**src/rtl/hazard_unit.sv**
```systemverilog
// Pipeline hazard controller: load-use bubbles, taken-branch flushes, memory-wait freezes
// and the post-redirect squash window, plus stall/flush performance counters.
module hazard_unit #(
    parameter int LOAD_USE_CYCLES = 1,
    parameter int FLUSH_DEPTH     = 2,
    parameter int CNT_W           = 32
) (
    input  logic             clk,
    input  logic             rst,
    input  logic [4:0]       id_rs1,
    input  logic [4:0]       id_rs2,
    input  logic             id_uses_rs1,
    input  logic             id_uses_rs2,
    input  logic             ex_is_load,
    input  logic [4:0]       ex_rd,
    input  logic             ex_br_taken,
    input  logic             imem_resp,
    input  logic             dmem_req,
    input  logic             dmem_resp,
    output logic             is_bubbling,
    output logic             ex_bubble,
    output logic             freeze,
    output logic             flush_if_id,
    output logic             flush_id_ex,
    output logic             pc_load_en,
    output logic             squash_active,
    output logic [1:0]       state_o,
    output logic [CNT_W-1:0] stall_cycles,
    output logic [CNT_W-1:0] flush_count
);

    localparam int LU_W = 2;
    localparam int SQ_W = 3;

    typedef enum logic [1:0] {
        ST_RUN      = 2'd0,
        ST_LOAD_USE = 2'd1,
        ST_MEM_WAIT = 2'd2
    } state_t;

    state_t            state_r;
    state_t            state_nx_s;
    logic [LU_W-1:0]   lu_cnt_r;
    logic [LU_W-1:0]   lu_cnt_nx_s;
    logic [SQ_W-1:0]   squash_cnt_r;
    logic [CNT_W-1:0]  stall_r;
    logic [CNT_W-1:0]  flush_r;

    logic mem_wait_s;
    logic hazard_s;
    logic bubble_s;
    logic ex_bubble_s;
    logic freeze_s;
    logic flush_s;
    logic pc_en_s;
    logic squash_load_s;

    function automatic logic src_match(input logic uses, input logic [4:0] rs, input logic [4:0] rd);
        return uses & (rs == rd);
    endfunction

    assign mem_wait_s = ~imem_resp | (dmem_req & ~dmem_resp);
    // x0 is hardwired to zero, so a load targeting it never feeds a consumer
    assign hazard_s   = ex_is_load & (ex_rd != 5'd0) &
                        (src_match(id_uses_rs1, id_rs1, ex_rd) | src_match(id_uses_rs2, id_rs2, ex_rd));

    // Per-cycle control decode; MEM_WAIT resolves exactly like RUN once memory is ready
    always_comb begin
        bubble_s      = 1'b0;
        ex_bubble_s   = 1'b0;
        freeze_s      = 1'b0;
        flush_s       = 1'b0;
        pc_en_s       = 1'b0;
        squash_load_s = 1'b0;
        state_nx_s    = state_r;
        lu_cnt_nx_s   = lu_cnt_r;
        case (state_r)
            ST_LOAD_USE: begin
                bubble_s    = 1'b1;
                ex_bubble_s = 1'b1;
                if (mem_wait_s) begin
                    freeze_s = 1'b1;
                end else if (lu_cnt_r <= 2'd1) begin
                    lu_cnt_nx_s = 2'd0;
                    state_nx_s  = ST_RUN;
                end else begin
                    lu_cnt_nx_s = lu_cnt_r - 2'd1;
                end
            end
            ST_RUN, ST_MEM_WAIT: begin
                if (mem_wait_s) begin
                    freeze_s   = 1'b1;
                    bubble_s   = 1'b1;
                    state_nx_s = ST_MEM_WAIT;
                end else if (ex_br_taken) begin
                    flush_s       = 1'b1;
                    pc_en_s       = 1'b1;
                    squash_load_s = 1'b1;
                    state_nx_s    = ST_RUN;
                end else if (hazard_s) begin
                    bubble_s    = 1'b1;
                    ex_bubble_s = 1'b1;
                    if (LOAD_USE_CYCLES > 1) begin
                        lu_cnt_nx_s = LU_W'(LOAD_USE_CYCLES - 1);
                        state_nx_s  = ST_LOAD_USE;
                    end else begin
                        state_nx_s  = ST_RUN;
                    end
                end else begin
                    pc_en_s    = 1'b1;
                    state_nx_s = ST_RUN;
                end
            end
            default: begin
                state_nx_s  = ST_RUN;
                lu_cnt_nx_s = 2'd0;
            end
        endcase
    end

    // FSM, load-use countdown and squash window; the window only drains on advancing cycles
    always_ff @(posedge clk or negedge rst) begin
        if (!rst) begin
            state_r      <= ST_RUN;
            lu_cnt_r     <= 2'd0;
            squash_cnt_r <= 3'd0;
        end else begin
            state_r  <= state_nx_s;
            lu_cnt_r <= lu_cnt_nx_s;
            if (squash_load_s) begin
                squash_cnt_r <= SQ_W'(FLUSH_DEPTH);
            end else if (!freeze_s && (squash_cnt_r != 3'd0)) begin
                squash_cnt_r <= squash_cnt_r - 3'd1;
            end else begin
                squash_cnt_r <= squash_cnt_r;
            end
        end
    end

    // Saturating performance counters
    always_ff @(posedge clk or negedge rst) begin
        if (!rst) begin
            stall_r <= {CNT_W{1'b0}};
            flush_r <= {CNT_W{1'b0}};
        end else begin
            if (bubble_s && (stall_r != {CNT_W{1'b1}})) begin
                stall_r <= stall_r + CNT_W'(1);
            end else begin
                stall_r <= stall_r;
            end
            if (squash_load_s && (flush_r != {CNT_W{1'b1}})) begin
                flush_r <= flush_r + CNT_W'(1);
            end else begin
                flush_r <= flush_r;
            end
        end
    end

    // Controls must act in the cycle the condition appears, so they are gated by reset rather than registered
    assign is_bubbling   = rst & bubble_s;
    assign ex_bubble     = rst & ex_bubble_s;
    assign freeze        = rst & freeze_s;
    assign flush_if_id   = rst & flush_s;
    assign flush_id_ex   = rst & flush_s;
    assign pc_load_en    = rst & pc_en_s;
    assign squash_active = rst & (squash_cnt_r != 3'd0);
    assign state_o       = rst ? state_r : 2'd0;
    assign stall_cycles  = stall_r;
    assign flush_count   = flush_r;

endmodule

```
**config.mk**
```make
export PLATFORM = sky130hd
export DESIGN_NAME = hazard_unit
export DESIGN_NICKNAME = d
export VERILOG_FILES = /design/src/rtl/hazard_unit.sv
export SDC_FILE = /design/constraint.sdc
export NUM_CORES = 1
export LEC_CHECK = 0
export ABC_CLOCK_PERIOD_IN_PS = 3000
export CAP_MARGIN = 20
export CORE_MARGIN = 2
export CORE_UTILIZATION = 52
export DETAILED_ROUTE_END_ITERATION = 8
export GPL_TIMING_DRIVEN = 0
export HOLD_SLACK_MARGIN = 0.05
export PLACE_DENSITY = 0.94
export SLEW_MARGIN = 15
export SYNTH_ARGS = -nofsm -noshare
export SYNTH_HDL_FRONTEND = slang
export SYNTH_SLANG_ARGS = --single-unit
```
**constraint.sdc**
```tcl
create_clock -name clk -period 3 [get_ports clk]
set_input_delay 0.3 -clock clk [delete_from_list [all_inputs] [get_ports clk]]
set_output_delay 0.3 -clock clk [all_outputs]
set_load 0.1 [all_outputs]
```
---- After elaboration in Yosys (flattened, before gate mapping) ----
Index checks and enable logic that the tools add are counted.
word-level totals
  output and inout bits ................... 73
  register bits ........................... 71
  logic and storage cells ................. 71
  bits of input ports ..................... 24
operators by class
  equality and inequality tests ........... 8
  magnitude comparators ................... 1
  reductions and logical operators ........ 12
  muxes and demuxes ....................... 25
  $add $sub $neg .......................... 4
  bitwise gates (word level) .............. 16
operator list
  operator                 number
  $add A32 B1 Y32 const B  2
  $ne A32 B32 Y1 const B   2
  $mux W1                  13
  $mux W2                  6
  $and A1 B1 Y1            11
  $eq A5 B5 Y1             2
  $pmux W2 S2              2
  $mux W3                  2
  $reduce_bool A5 Y1       1
  $ne A2 B2 Y1 const B     2
  $pmux W1 S2              2
  $reduce_and A2 Y1        2
  $logic_and A1 B1 Y1      3
  $not A1 Y1               3
  $reduce_bool A3 Y1       1
  $reduce_or A3 Y1         1
  $sub A3 B1 Y3 const B    1
  $eq A2 B1 Y1 const B     1
  $eq A2 B2 Y1 const B     1
  $le A2 B1 Y1 const B     1
  $logic_not A2 Y1         1
  $or A1 B1 Y1             2
  $reduce_bool A2 Y1       1
  $reduce_or A2 Y1         1
  other kinds (2)          2

---- Longest topological paths before layout ----
  depth after elaboration ................. 9
  gate-level depth with buffers ........... 9

---- Least setup slack after synthesis ----
No wires, ideal clock.
  path type ............................... input to output
  start point ............................. input ex_rd[1]
  end point ............................... output pc_load_en
  setup slack ............................. 0.161 ns
  arrival ................................. 2.539 ns
  stages .................................. 3
  required time ........................... 2.700 ns
  path through ............................ or4_1 -> o21a_1 -> a21oi_1
on the way
  word-level cells in the longest chain between the ends .. 9
  elaborated cells on any way between the ends .. 13
  classes of those cells .................. eq/ne (2); mux (4); bitwise (6); reduce/logical (1)
RTL lines
  what             RTL line  text
  from (decl)      15        input logic [4:0] ex_rd,
  $eq A5 B5 Y1     59        return uses & (rs == rd);
  $and A1 B1 Y1    59
  $or A1 B1 Y1     65        (src_match(id_uses_rs1, id_rs1, ex_rd) | src_match(id_uses_rs2, id_rs2, ex_rd));
  $and A1 B1 Y1 *  64        assign hazard_s = ex_is_load & (ex_rd != 5'd0) &
  $mux W1 *        100       end else if (hazard_s) begin
  $mux W1 *        95        end else if (ex_br_taken) begin
  $mux W1 *        91        if (mem_wait_s) begin
  $mux W1 *        77        case (state_r)
  $and A1 B1 Y1 *  165       assign pc_load_en = rst & pc_en_s;
  to (decl)        25        output logic pc_load_en,
Mark *: on every way between the ends. The rest lies on a longest branch, timed or not.

---- Worst setup path after layout ----
  start point ............................. input dmem_resp
  end point ............................... output flush_if_id
on the way
  word-level cells in the longest chain between the ends .. 6
RTL lines
  what           RTL line  text
  from (decl)    19        input logic dmem_resp,
  $not A1 Y1     62        assign mem_wait_s = ~imem_resp | (dmem_req & ~dmem_resp);
  $and A1 B1 Y1  62
  $or A1 B1 Y1   62
  $mux W1        91
  $mux W1        77
  $and A1 B1 Y1  163       assign flush_if_id = rst & flush_s;
  to (decl)      23        output logic flush_if_id,
Every way passes these cells.

==> run summary <==
### Synthesis
• Synth Flop Type: dfrtp_1
• top-area cell type share of the netlist area: 0.487
• adder-cell share of the synthesized area: 0.0143
• Synth Area per Inst: 10.2 um2
• synthesized netlist net count: 369
• compound-gate portion of the synthesized area: 0.0351
• count of mapped cells out of synthesis: 341
• post-synthesis sequential area ratio: 0.487
• share of synthesized cell area in and, or, nand and nor gates: 0.251
• xor/xnor cell area share of the yosys netlist: 0.181
• post-synthesis register bit count: 68
• multiplexer share of the synthesized area: 0.00645
• Synth Cell Area: 0.00349 mm2
• number of warning messages in the yosys log: 0
• cell taking the most area after synthesis: dfrtp_1
• distinct cell type count after synthesis: 41
• largest family of logic cells by synthesized area: simple AND/OR/NAND/NOR gates
• cells taking the most area after synthesis: dfrtp_1 (49%), xnor2_1 (9.8%), xor2_1 (8.3%)
• number of enable-type register cells in the synthesized netlist: 0
• async set-or-reset flop fraction in the synthesized netlist: 1.00

### Timing
• final sum of negative setup slack: 0 ns
• highest achievable clock rate: 355 MHz
• final worst-path cycle share: 0.938
• shortest period the worst path allows: 2.81 ns
• Final Hold Fails: 0
• RSZ-0062 raised after global routing: no
• min setup slack post-route: 0.186 ns
• Fin Clk Skew: 0.0105 ns
• Slew HR: 0.331
• total of endpoints with negative setup slack in the final report: 0
• Slew Limit Fails: 0
• slew of the pin with the lowest slew margin: 1.00 ns

### Setup path
• timing startpoint of the critical path: dmem_resp
• register-to-register setup slack: 0.54 ns
• largest fanout on the critical path: 8
• Worst EP arrival: 2.51 ns
• endpoint of the most critical register-to-register path: stall_cycles[17]$_DFFE_PN0P_
• capturing element type of the critical path: output port
• Worst R2R Start: stall_cycles[0]$_DFFE_PN0P_
• crit path kind: in2out
• number of cells traversed by the worst register-to-register path: 8
• startpoint types: primary input
• worst endpoint required time: 2.70 ns

### Clocking
• CTS H-tree lvls: 3
• clock-pin slew reported for the worst setup and hold paths after clock tree synthesis: 0.08 ns
• Clock Tree Buf Depth: 2
• Clk Tree Root Cell: clkbuf_8
• number of buffers inserted during clock tree synthesis: 9
• clk sink count: 68
• CTS tree: built
• later-pin clock latency in the skew report: 0.35 ns

### Routing
• drc violations: 0
• total number of vias: 3009
• post-route ant nets: 0
• drt via density: 5.66
• routed len/inst: 16.3 um
• final WL: 8.69 mm
• 1st-iter DRT viols: 116
• Pre-Repair DR Iteration Count: 4

### Run
• Max Cap Violations: 0

### Pwr
• NetSw: 0.00148 W
• Clk network pwr share: 0.272
• Comb pwr share: 0.384
• post-route total power: 0.00342 W
• ratio of total power to cell area: 709 mW/mm2
• largest voltage drop on the vdd net: 1050 uV
• power share of the sequential group: 0.344
• proportion of total power due to net switching: 0.433
• leakage power figure: 2.06 nW
• internal power summed over all cells: 0.00194 W

### Final layout
• post-route standard cell area excluding fillers: 0.00482 mm2
• layout cells sized above 1: 0.0835
• count of placed standard cells in the final layout, fillers left out: 532
• area delta synth->final: 38.2%
• diode insertion count for antenna repair: 0
• nets@finish: 478

### Die
• die width: 85.9 um
• Die Y-Extent: 85.9 um
• CORE AREA: 0.00642 mm2
• initial core utilization: 0.544
• Rows: 29
• area of the die: 0.00738 mm2
• io pins: 97

### Placed design
• number of instances in the placed design: 514
• worst-case setup slack after placement: -0.377 ns
• Cell Area, Placed: 0.00456 mm2
• number of buffers added on ports: 95
• GPL Wtd Cong: 0.789
• Post-DP HPWL: 6.24 mm

### Global routing
• largest net degree at the start of global routing: 42
• aggregate global routing overflow: 0
• gr usage total: 0.246
• global-route wire length before repair: 14.5 mm
• initial antenna violation count: 0
• number of global-route vias before repair: 3070

### Worst hold path
• launch point of the worst hold path: flush_count[20]$_DFFE_PN0P_
• number of stages on the worst hold path: 1
• class of the tightest hold or removal check: reg2reg
• end point of the worst hold path: flush_count[20]$_DFFE_PN0P_

### Outcome
• status: complete, no violations

## registers in the layout (all words and copies together) (netlist names)
signal and cells:
flush_count 32, stall_cycles 32, squash_cnt_r 3, state_r 1
## routing by layer
metal  global-route usage  wire, um  up-vias
met1                0.313      3610     1468
met5                    0         0        -
met2                0.415      4390      122
met4               0.0808       128        0
li1                     -         -     1404
met3               0.0558       561       15
## per-stage QoR
stage | hold WS [ns] | util
2_1_floorplan | 0.00441 | -
3_3_place_gp | 0.473 | 0.707
3_5_place_dp | 0.266 | 0.709
4_1_cts | 0.505 | 0.752
5_1_grt | 0.515 | 0.751
6_report | 0.503 | 0.751
## layout by cell type (no fill, tap or decap), types with 10 or more instances in the layout
master | netlist | routed
clkdlybuf4s50_1 | 0 | 89
xnor2_1 | 39 | 39
nor2_1 | 28 | 28
dfrtp_1 | 68 | 68
xor2_1 | 33 | 33
nand3_1 | 32 | 32
clkbuf_8 | 0 | 10
nand2_1 | 25 | 25
and3_1 | 13 | 13
nor3_1 | 13 | 13
nand4_1 | 20 | 20
## power groups by stage
| stage | Combinational, W | Clock, W | Sequential, W |
|---|---|---|---|
| after floorplan | 0.000303 | 0 | 0.00185 |
| after detailed placement | 0.00132 | 0 | 0.00119 |
| final | 0.00131 | 0.000929 | 0.00118 |
| after CTS | 0.00132 | 0.000934 | 0.00118 |
| after global placement | 0.00129 | 0 | 0.00118 |
| after global routing | 0.00138 | 0.000986 | 0.00120 |
## final cells by class
type	count	area [um2]
inverter	10	37.5
tap	77	96.3
multi-input combinational	256	1700
clock buffer	10	138
fill	439	1600
clock inverter	6	111
sequential	68	1700
buffer	7	47.5
timing repair buffer	98	988
## synth_stat cells, types with 2 or more instances
master    number
a21oi_1        4
a311oi_1       2
and2_1         4
and3_1        13
and4_1         4
buf_2          2
buf_4          3
dfrtp_1       68
ha_1           4
inv_1          9
mux2_2         2
nand2_1       25
nand3_1       32
nand4_1       20
nor2_1        28
nor2b_1        4
nor3_1        13
nor4_1         6
o211ai_1       2
o21a_1         2
o21ai_0        2
o22ai_1        2
or3_4          2
xnor2_1       39
xor2_1        33
## how the worst max path moves through the flow
stage                             end  slack [ns]  cells after the start
final                     flush_if_id        0.19                      5
after global routing      is_bubbling        0.08                      6
after CTS                 is_bubbling       -0.10                      7
after detailed placement  is_bubbling       -0.38                      7
after global placement     pc_load_en       -2.01                      4
after floorplan            pc_load_en        0.16                      3
## logic make-up (layout without fill, tap and decap cells)
kind of cell / after synthesis / after routing
adder cells (fa/ha/maj): 4 / 4
multiplexers: 2 / 2
flip-flops: 68 / 68
other: 1 / 1
AO/OA/AOI/OAI: 18 / 18
AND/OR/NAND/NOR: 159 / 159
buffers and inverters: 17 / 131
XOR/XNOR: 72 / 72
## worst max-delay path, stage by stage
cell             delay [ns]
clkdlybuf4s50_1        0.45
o21a_1                 0.31
and3_1                 0.22
buf_4                  0.11
clkdlybuf4s50_1        1.12
## what timing repair did
item                                   4_1_cts  5_1_grt
gates resized for setup                      3        8
hold buffers                                 2        0
endpoints found under the hold margin       31        0
setup buffers                                0        0
setup endpoints to repair                    3        5
Power figures use the tool's default switching activity.
